[config.mk]
export PLATFORM = sky130hd
export DESIGN_NAME = change_dispenser
export DESIGN_NICKNAME = d
export VERILOG_FILES = /design/src/rtl/change_dispenser.sv
export SDC_FILE = /design/constraint.sdc
export NUM_CORES = 1
export LEC_CHECK = 0
export ABC_CLOCK_PERIOD_IN_PS = 6900
export CAP_MARGIN = 20
export CORE_UTILIZATION = 30
export DETAILED_ROUTE_END_ITERATION = 16
export GPL_ROUTABILITY_DRIVEN = 0
export HOLD_SLACK_MARGIN = 0.03
export SKIP_CTS_REPAIR_TIMING = 1
export SLEW_MARGIN = 5
export SYNTH_ARGS = -nofsm -noshare
export SYNTH_HDL_FRONTEND = slang
export SYNTH_SLANG_ARGS = --single-unit
[constraint.sdc]
create_clock -name clk -period 6.9 [get_ports clk]
set_input_delay 1.38 -clock clk [delete_from_list [all_inputs] [get_ports clk]]
set_output_delay 1.38 -clock clk [all_outputs]
set_load 0.01 [all_outputs]
[src/rtl/change_dispenser.sv]
// Greedy 50/10/5/1 change payout with per-denomination inventory; first coin 2 cycles after start, then >=2 cycles per coin.
// Backpressure: coin_valid/coin_code hold until coin_ack; start/refill are ignored while busy.
module change_dispenser #(
    parameter int unsigned INIT_COUNT = 8
) (
    input  logic       clk,
    input  logic       rst,
    input  logic       start,
    input  logic [7:0] charge,
    input  logic       refill,
    input  logic       coin_ack,
    output logic       coin_valid,
    output logic [1:0] coin_code,
    output logic       busy,
    output logic       done,
    output logic       short,
    output logic [7:0] remaining,
    output logic [3:0] inv_empty
);

    localparam logic [7:0] INIT = 8'(INIT_COUNT);

    typedef enum logic [1:0] {IDLE, SELECT, ISSUE, FINISH} state_t;

    state_t     state, state_nx;
    logic [7:0] inv    [4];
    logic [7:0] inv_nx [4];
    logic       coin_valid_nx, busy_nx, done_nx, short_nx;
    logic [1:0] coin_code_nx;
    logic [7:0] remaining_nx;
    logic [1:0] pick;
    logic       found;

    function automatic logic [7:0] coin_value(input logic [1:0] code);
        case (code)
            2'd0:    coin_value = 8'd50;
            2'd1:    coin_value = 8'd10;
            2'd2:    coin_value = 8'd5;
            default: coin_value = 8'd1;
        endcase
    endfunction

    // Scan smallest to largest so the largest payable denomination wins.
    always_comb begin
        pick  = 2'd0;
        found = 1'b0;
        for (int i = 3; i >= 0; i--) begin
            if (coin_value(2'(i)) <= remaining && inv[i] != 8'd0) begin
                pick  = 2'(i);
                found = 1'b1;
            end
        end
    end

    always_comb begin
        state_nx      = state;
        coin_valid_nx = coin_valid;
        coin_code_nx  = coin_code;
        short_nx      = short;
        remaining_nx  = remaining;
        for (int i = 0; i < 4; i++) begin
            inv_nx[i] = inv[i];
        end

        case (state)
            IDLE: begin
                if (refill) begin
                    for (int i = 0; i < 4; i++) begin
                        inv_nx[i] = INIT;
                    end
                end
                if (start) begin
                    remaining_nx = charge;
                    short_nx     = 1'b0;
                    state_nx     = SELECT;
                end
            end
            SELECT: begin
                if (remaining == 8'd0) begin
                    short_nx = 1'b0;
                    state_nx = FINISH;
                end else if (found) begin
                    coin_code_nx  = pick;
                    coin_valid_nx = 1'b1;
                    state_nx      = ISSUE;
                end else begin
                    short_nx = 1'b1;
                    state_nx = FINISH;
                end
            end
            ISSUE: begin
                if (coin_ack) begin
                    remaining_nx      = remaining - coin_value(coin_code);
                    inv_nx[coin_code] = inv[coin_code] - 8'd1;
                    coin_valid_nx     = 1'b0;
                    state_nx          = SELECT;
                end
            end
            FINISH: begin
                state_nx = IDLE;
            end
            default: begin
                state_nx = IDLE;
            end
        endcase

        busy_nx = (state_nx != IDLE);
        done_nx = (state_nx == FINISH);
    end

    always_ff @(posedge clk or posedge rst) begin
        if (rst) begin
            state      <= IDLE;
            coin_valid <= 1'b0;
            coin_code  <= 2'd0;
            busy       <= 1'b0;
            done       <= 1'b0;
            short      <= 1'b0;
            remaining  <= 8'd0;
            for (int i = 0; i < 4; i++) begin
                inv[i] <= INIT;
            end
        end else begin
            state      <= state_nx;
            coin_valid <= coin_valid_nx;
            coin_code  <= coin_code_nx;
            busy       <= busy_nx;
            done       <= done_nx;
            short      <= short_nx;
            remaining  <= remaining_nx;
            for (int i = 0; i < 4; i++) begin
                inv[i] <= inv_nx[i];
            end
        end
    end

    always_comb begin
        for (int i = 0; i < 4; i++) begin
            inv_empty[i] = (inv[i] == 8'd0);
        end
    end

endmodule

Word-level counts from Yosys, hierarchy flattened
Cells that the tools add are included.
Storage, ports and cells
  register bits: 48
  latch bits: 0
  bits in writable memories: 0
  bits in read-only memories: 0
  input port bits: 13
  output and inout bits: 18
  word-level logic and storage cells: 94
  memories: 0
Cells by class
  $add $sub $neg: 2
  $mul: 0
  div/mod/pow operators: 0
  order comparisons: 6
  equal/unequal tests: 12
  shift operators: 0
  multiplexer cells: 36
  bitwise gates (word level): 2
  reductions and logical operators: 25
Operator list (count)
  32-bit two-way mux: 2
  32-bit one-hot mux with 2 select lines: 1
  8-bit two-way mux: 7
  8-bit zero test: 5
  32-bit bitwise mux: 1
  8-bit nonzero test: 4
  6-bit one-hot mux with 3 select lines: 1
  8-bit binary-select mux with 2-bit select: 1
  8-bit demux with 2-bit select: 1
  8-bit one-hot mux with 2 select lines: 1
  1-bit two-way mux: 12
  2-bit two-way mux: 6
  3-bit AND reduction: 4
  2-bit != test (second input constant): 5
  2-bit equality test (second input constant): 4
  1-bit by 8-bit <= comparator with 1-bit output (first input constant): 1
  3-bit by 8-bit <= comparator with 1-bit output (first input constant): 1
  4-bit by 8-bit <= comparator with 1-bit output (first input constant): 1
  6-bit by 8-bit <= comparator with 1-bit output (first input constant): 1
  2-bit one-hot mux with 4 select lines: 1
  2-bit nonzero test: 4
  8-bit by 1-bit subtractor with 8-bit output (second input constant): 1
  8-bit subtractor: 1
  1-bit logical AND: 5
  9 further kinds: 12

Longest topological paths before layout
Gate-level depths: netlist (run 1).
  word-level depth: 10
  depth in mapped cells: 10
  mapped depth without buffers: 9

Worst setup path after synthesis (run 1)
No wires, ideal clock.
  kind: reg2out
  from: reg inv[13] (netlist bit)
  to: out inv_empty[2]
  arrival: 1115 ps
  required time: 5520 ps
  slack: 4405 ps
  stages on the path, launching flop included: 3
  buffers on the path: 0
  cell sequence: dfrtp_1 -> or4_1 -> nor2_1
On the way
  longest elaborated chain between the ends: 1
Ends and longest elaborated chain
  start, declared: line 26  | logic [7:0] inv [4];
  start signal, assigned by index: line 132  | inv[i] <= inv_nx[i];
  8-bit zero test: line 139  | inv_empty[i] = (inv[i] == 8'd0);
  end, declared: line 18  | output logic [3:0] inv_empty
Every way passes these cells.

Worst setup path in the final report (run 1)
  from: reg inv[0] (netlist bit)
  to: out inv_empty[3]
Same word-level chain as after synthesis.

==> out/results.tsv, run 1 <==
metric	value	unit
leading area contributor after synthesis	dfrtp_1	
Remaining Overflow, GRT	0	
sequential group share of total power	0.345	
Final Power	0.00149	W
Post-synth top flop	dfrtp_1	
Filler Cells Inserted	907	
layout cell share with drive strength beyond 1	0.0809	
total detailed-routing wirelength	6990	um
startpoint of the most critical setup path	inv[0]	
total CTS buffers	5	
die boundary width	96.5	um
Iteration-0 DRC Markers	89	
number of instances in the synthesized netlist	281	
cell at the root of the clock tree	clkbuf_8	
register bit total from synthesis	48	
Hold Startpoint	inv[31]	
die area	0.00932	sq mm
Placeable Area	0.00868	sq mm
Crit Path Category	reg2out	
endpoint arrival time on the critical path	2170	ps
Clock transition at path regs	90	ps
crit path capture type	output pin	
global-route wire length before repair	11400	um
setup TNS	0	ps
clock latency of the later-clocked register in the worst-skew pair	310	ps
vias after detailed routing	2245	
vias per std cell	5.38	
GR Layer Usage met2	0.261	
Post-DRT Antenna Nets	0	
count of cell types in the netlist	44	
iteration count of the initial detailed-routing pass	4	
average cell area after synthesis	9.54	sq um
most congested layer reported by global routing	met2	
final hold violations	0	
FF-to-FF Start	coin_code[1]	
result of the run	finished clean	
maximum number of pins on one net before global-route repair	49	
HPWL Detailed	5180	um
number of buffers and inverters on the critical path	1	
maximum capacitance violations	0	
Inserted Diodes	0	
htree depth	2	
number of cells in the design after placement	408	
count of unresolved DRC violations after routing	0	
time the worst path needs with I/O delays and setup	3550	ps
Worst Hold Class	reg2reg	
input/output buffers	30	
via count of the first global-routing pass	2224	
total global-route track usage	0.164	
non-filler instance count after layout	417	
clock share of power	0.144	
Synth top cells by count	44 x dfrtp_1, 32 x nand2_1, 25 x o21ai_0	
required time reported for the critical path endpoint	5520	ps
setup repair after global routing missed its margin	no	
net count after synthesis	302	
maximum operating frequency	0.282	GHz
kind of cell adding the most delay to the critical path	simple AND/OR/NAND/NOR gates	
fraction of power consumed by combinational cells	0.511	
net count reported at finish	329	
sw frac	0.441	
Util after Layout	0.369	
IR Drop Worst-Case VDD	0.000225	V
post-route fraction of the period consumed by the critical path	0.515	
cell with the largest stage delay on the worst path	clkdlybuf4s50_1	
number of synthesized flops with an enable pin	0	
maximum net fanout on the critical path	4	
proportion of netlist area held by the largest area contributor	0.411	
final worst clock skew	5.72	ps
GR Layer Usage met1	0.223	
height of the die	96.5	um
largest stage delay on the critical path	610	ps
area growth from synthesis to layout	19.5	%
placement row count	34	
post-synthesis cell area	0.00268	sq mm
number of antenna violations at the first check in global routing	0	
initial cell density of the core	0.309	
deepest clock path buffer count	2	
TritonCTS clock tree	yes	
part of the Yosys area used for sequential elements	0.450	
setup-violating endpoint count in the final report	0	
Leak Pwr	1.38	nW
wire length per cell after detailed routing	16.8	um
list of cells traversed by the critical path	or4_1, nor2_1, clkdlybuf4s50_1	
count of boundary I/O pins	31	
fraction of synthesis flops using an asynchronous set or reset pin	1.00	
internal power of the cells	0.000833	W
relative slew slack	0.466	
number of synthesis warnings	0	
top-count cell post-synth	dfrtp_1	
total power per unit cell area	466	mW/mm^2
met3 Track Usage GR	0.0305	
slew at the pin closest to its max-slew limit	799	ps
Max Slew Vio Count	0	
number of sinks handled by clock tree synthesis	48	
kind of launch point of the worst setup path	flop	
switching power	0.000658	W
top cells by area in the synthesized netlist	dfrtp_1 41%, o21ai_0 4.7%, nand2_1 4.5%	
## sequential cells by signal (all words and copies together) (netlist names)
name	count
coin_code	2
done	1
busy	1
remaining	8
short	1
coin_valid	1
inv	32
state	2
## worst paths after layout
path	endpoint	slack, ps	cells past startpoint
setup reg to reg	inv[23]	3780	6
hold reg to reg	inv[31]	470	1
max in group asynchronous	inv[27]	5130	3
min in group asynchronous	inv[0]	1270	2
hold / removal	inv[31]	470	1
setup / recovery	inv_empty[3]	3350	3
## area by class of cell
cell class / instances / area (sq um) / area share
sequential: 48 / 1210 / 0.377
multi-input combinational: 209 / 1380 / 0.430
inverter: 13 / 48.8 / 0.0152
clock buffer: 5 / 68.8 / 0.0215
clock inverter: 3 / 46.3 / 0.0145
tap: 108 / 135 / 0.0422
timing repair buffer: 31 / 320 / 0.100
## cells in the final DEF (no fill, tap or decap), types with 4 or more instances in the layout
cell             Yosys  final
inv_1               13     12
o21ai_0             25     25
a21oi_1             15     15
nor2_1              23     23
mux4_2               4      4
nand2_1             32     32
nor3_1               7      7
o21ai_1              8      8
or2_2                4      4
dfrtp_1             44     44
dfstp_2              4      4
ha_1                 7      7
or4_1                7      7
nand2b_1            10     10
nand3_1              7      7
clkdlybuf4s50_1      0     30
o21a_1               4      4
clkbuf_8             0      5
nor2b_1              5      5
a22o_1               8      8
## power by group through the flow
| stage | logic (W) | registers, W | clock network (W) |
|---|---|---|---|
| after detailed placement | 0.000756 | 0.000517 | 0 |
| after global routing | 0.000857 | 0.000531 | 0.000230 |
| after global placement | 0.000748 | 0.000515 | 0 |
| after CTS | 0.000762 | 0.000512 | 0.000218 |
| after floorplan | 0.000548 | 0.000467 | 0 |
| final | 0.000763 | 0.000515 | 0.000215 |
## layer usage
| metal | vias to the layer above | part of all wire |
|---|---|---|
| met2 | 62 | 0.46 |
| met4 | 0 | 0.011 |
| met1 | 1101 | 0.48 |
| met3 | 8 | 0.051 |
| met5 | - | 0 |
| li1 | 1074 | - |
## metrics by stage
stage | hold WS [ps] | setup WS (ps) | area, sq um
after CTS | 471 | 3330 | 3180
after global placement | 455 | 3720 | 3070
after floorplan | 432 | 4380 | 2680
after detailed placement | 460 | 3710 | 3070
final | 469 | 3350 | 3200
after global routing | 496 | 3250 | 3200
## cells by family after synthesis
logic type,count (synthesis),share of synthesized area
simple gates,108,0.205
fa+ha+maj,8,0.0401
mux,9,0.0710
compound gates,79,0.181
xor+xnor,5,0.0163
buf+inv,24,0.0364
flops,48,0.450
## worst register-to-register path: stages, from the launching register on
cell and delay [ps]:
dfrtp_1 870, mux4_2 680, or4_4 590, nor4_4 560
nor2_1 110, o21ai_1 130, o21ai_1 80
Note: power is estimated with default switching activity, not from simulation.
==> inputs of run 2 (changes only) <==
--- a/config.mk
+++ b/config.mk
@@ -5,7 +5,7 @@
 export SDC_FILE = /design/constraint.sdc
 export NUM_CORES = 1
 export LEC_CHECK = 0
-export ABC_CLOCK_PERIOD_IN_PS = 6900
+export ABC_CLOCK_PERIOD_IN_PS = 2900
 export CAP_MARGIN = 20
 export CORE_UTILIZATION = 30
 export DETAILED_ROUTE_END_ITERATION = 16
==> constraint.sdc (replaced) <==
create_clock -name clk -period 2.9 [get_ports clk]
set_input_delay 0.58 -clock clk [delete_from_list [all_inputs] [get_ports clk]]
set_output_delay 0.58 -clock clk [all_outputs]
set_load 0.01 [all_outputs]
==> run 2 against run 1 <==
Effect of this change: sequential share of layout area fell by 0.61 points; wire length down 1.0%; worst setup slack worse by 3200 ps; first-iteration DRC count grew 54%; power up 140%.
==> out/results.tsv, run 2 (synthesis results as in run 1) <==
metric	value	unit	change
total global-route track usage	0.166		was 0.164
TritonCTS clock tree	yes		unchanged
layout cell share with drive strength beyond 1	0.0927		was 0.0809
count of boundary I/O pins	31		unchanged
net count reported at finish	333		was 329
maximum capacitance violations	0		unchanged
crit path setup slack, layout	182	ps	was 3350 ps
maximum net fanout on the critical path	3		was 4
slew at the pin closest to its max-slew limit	510	ps	was 799 ps
area of all placed cells without fillers	0.00325	sq mm	was 0.00320 sq mm
setup TNS	0	ps	unchanged
Remaining Overflow, GRT	0		unchanged
Crit Path Category	reg2out		unchanged
Placeable Area	0.00868	sq mm	unchanged
Hold Worst Slack	475	ps	was 469 ps
total detailed-routing wirelength	6920	um	was 6990 um
total CTS buffers	5		unchanged
vias per std cell	5.37		was 5.38
height of the die	96.5	um	unchanged
htree depth	2		unchanged
leading cell types in the layout, fill and taps excluded	44 x dfrtp_1, 32 x nand2_1, 30 x clkdlybuf4s50_1		unchanged
most common cell after layout, fill and taps aside	dfrtp_1		unchanged
Post-DRT Antenna Nets	0		unchanged
post-route fraction of the period consumed by the critical path	0.937		
cell at the root of the clock tree	clkbuf_8		unchanged
relative slew slack	0.660		was 0.466
crit path capture type	output pin		unchanged
Inserted Diodes	0		unchanged
time the worst path needs with I/O delays and setup	2720	ps	
Max Slew Vio Count	0		unchanged
register ranked first by flip-flop count	inv		unchanged
number of flip-flops in the largest register	32		unchanged
via count of the first global-routing pass	2282		was 2224
number of antenna violations at the first check in global routing	0		unchanged
IR Drop Worst-Case VDD	0.000482	V	was 0.000225 V
input/output buffers	30		unchanged
initial cell density of the core	0.309		unchanged
Iteration-0 DRC Markers	137		was 89
setup-violating endpoint count in the final report	0		unchanged
worst setup slack before clock tree synthesis	309	ps	was 3710 ps
Clock transition at path regs	100	ps	was 90 ps
Leak Pwr	1.41	nW	was 1.38 nW
Util after Layout	0.375		was 0.369
total power per unit cell area	1120	mW/mm^2	was 466 mW/mm^2
final worst clock skew	8.14	ps	was 5.72 ps
placement row count	34		unchanged
clock latency of the later-clocked register in the worst-skew pair	310	ps	about the same
vias after detailed routing	2260		was 2245
DP Area	0.00312	sq mm	was 0.00307 sq mm
maximum number of pins on one net before global-route repair	49		unchanged
die area	0.00932	sq mm	unchanged
area growth from synthesis to layout	21.4	%	was 19.5%
required time reported for the critical path endpoint	2320	ps	was 5520 ps
result of the run	finished clean		unchanged
Worst Hold Class	reg2reg		unchanged
kind of launch point of the worst setup path	flop		unchanged
count of unresolved DRC violations after routing	0		unchanged
maximum operating frequency	0.368	GHz	
worst hold path cell count	1		unchanged
wire length per cell after detailed routing	16.4	um	was 16.8 um
Reg2Reg Depth	6		unchanged
leading registers by flop count	inv x32, remaining x8		unchanged
global-route wire length before repair	11600	um	was 11400 um
HPWL Detailed	5220	um	was 5180 um
final hold violations	0		unchanged
die boundary width	96.5	um	unchanged
number of sinks handled by clock tree synthesis	48		unchanged
iteration count of the initial detailed-routing pass	4		unchanged
deepest clock path buffer count	2		unchanged
endpoint arrival time on the critical path	2140	ps	was 2170 ps
setup repair after global routing missed its margin	no		unchanged
[run 2: changes by cell type in the layout (fill, tap and decap cells not counted)]
cell and change:
bufinv_16 +1, buf_4 +4, clkinvlp_4 -1
[run 2: through the flow]
stage / power [W] / instances
3_3_place_gp: 0.00304 / 413
2_1_floorplan: 0.00242 / 281
4_1_cts: 0.00367 / 421
3_5_place_dp: 0.00307 / 413
6_report: 0.00365 / 421
5_1_grt: 0.00399 / 421
[run 2: critical path: stages (launching register included)]
cell and delay, ps:
dfrtp_1 420, or4_1 540, nor2_1 270, clkdlybuf4s50_1 610
[run 2: final cells by class]
class	instances	area, sq um
flip-flops and latches	48	1210
fillers	884	5420
repair buffers	35	350
clock buffers	5	68.8
well taps	108	135
multi-input cells	209	1380
clock inverters	3	68.8
inverters	13	48.8
[run 2: routing by layer]
layer / part of all wire / up-vias / global-route usage
met5: 0 / - / 0
met4: 0.020 / 0 / 0.0600
met3: 0.051 / 11 / 0.0305
met2: 0.47 / 77 / 0.258
met1: 0.46 / 1089 / 0.230
li1: - / 1083 / -
[run 2: report_power, final]
part | switching (W) | internal (W) | leakage (nW)
logic | 0.00104 | 0.000848 | 0.720
clock network | 0.000241 | 0.000347 | 0.0687
registers | 0.000267 | 0.000906 | 0.620
[run 2: worst paths after layout]
check / slack [ps] / from / endpoint
setup / recovery: 180 / inv[13] / inv_empty[2]
hold / removal: 470 / inv[7] / inv[7]
setup reg to reg: 320 / coin_code[1] / inv[23]
hold reg to reg: 470 / inv[7] / inv[7]
max in group asynchronous: 2000 / rst / inv[19]
min in group asynchronous: 620 / rst / inv[4]
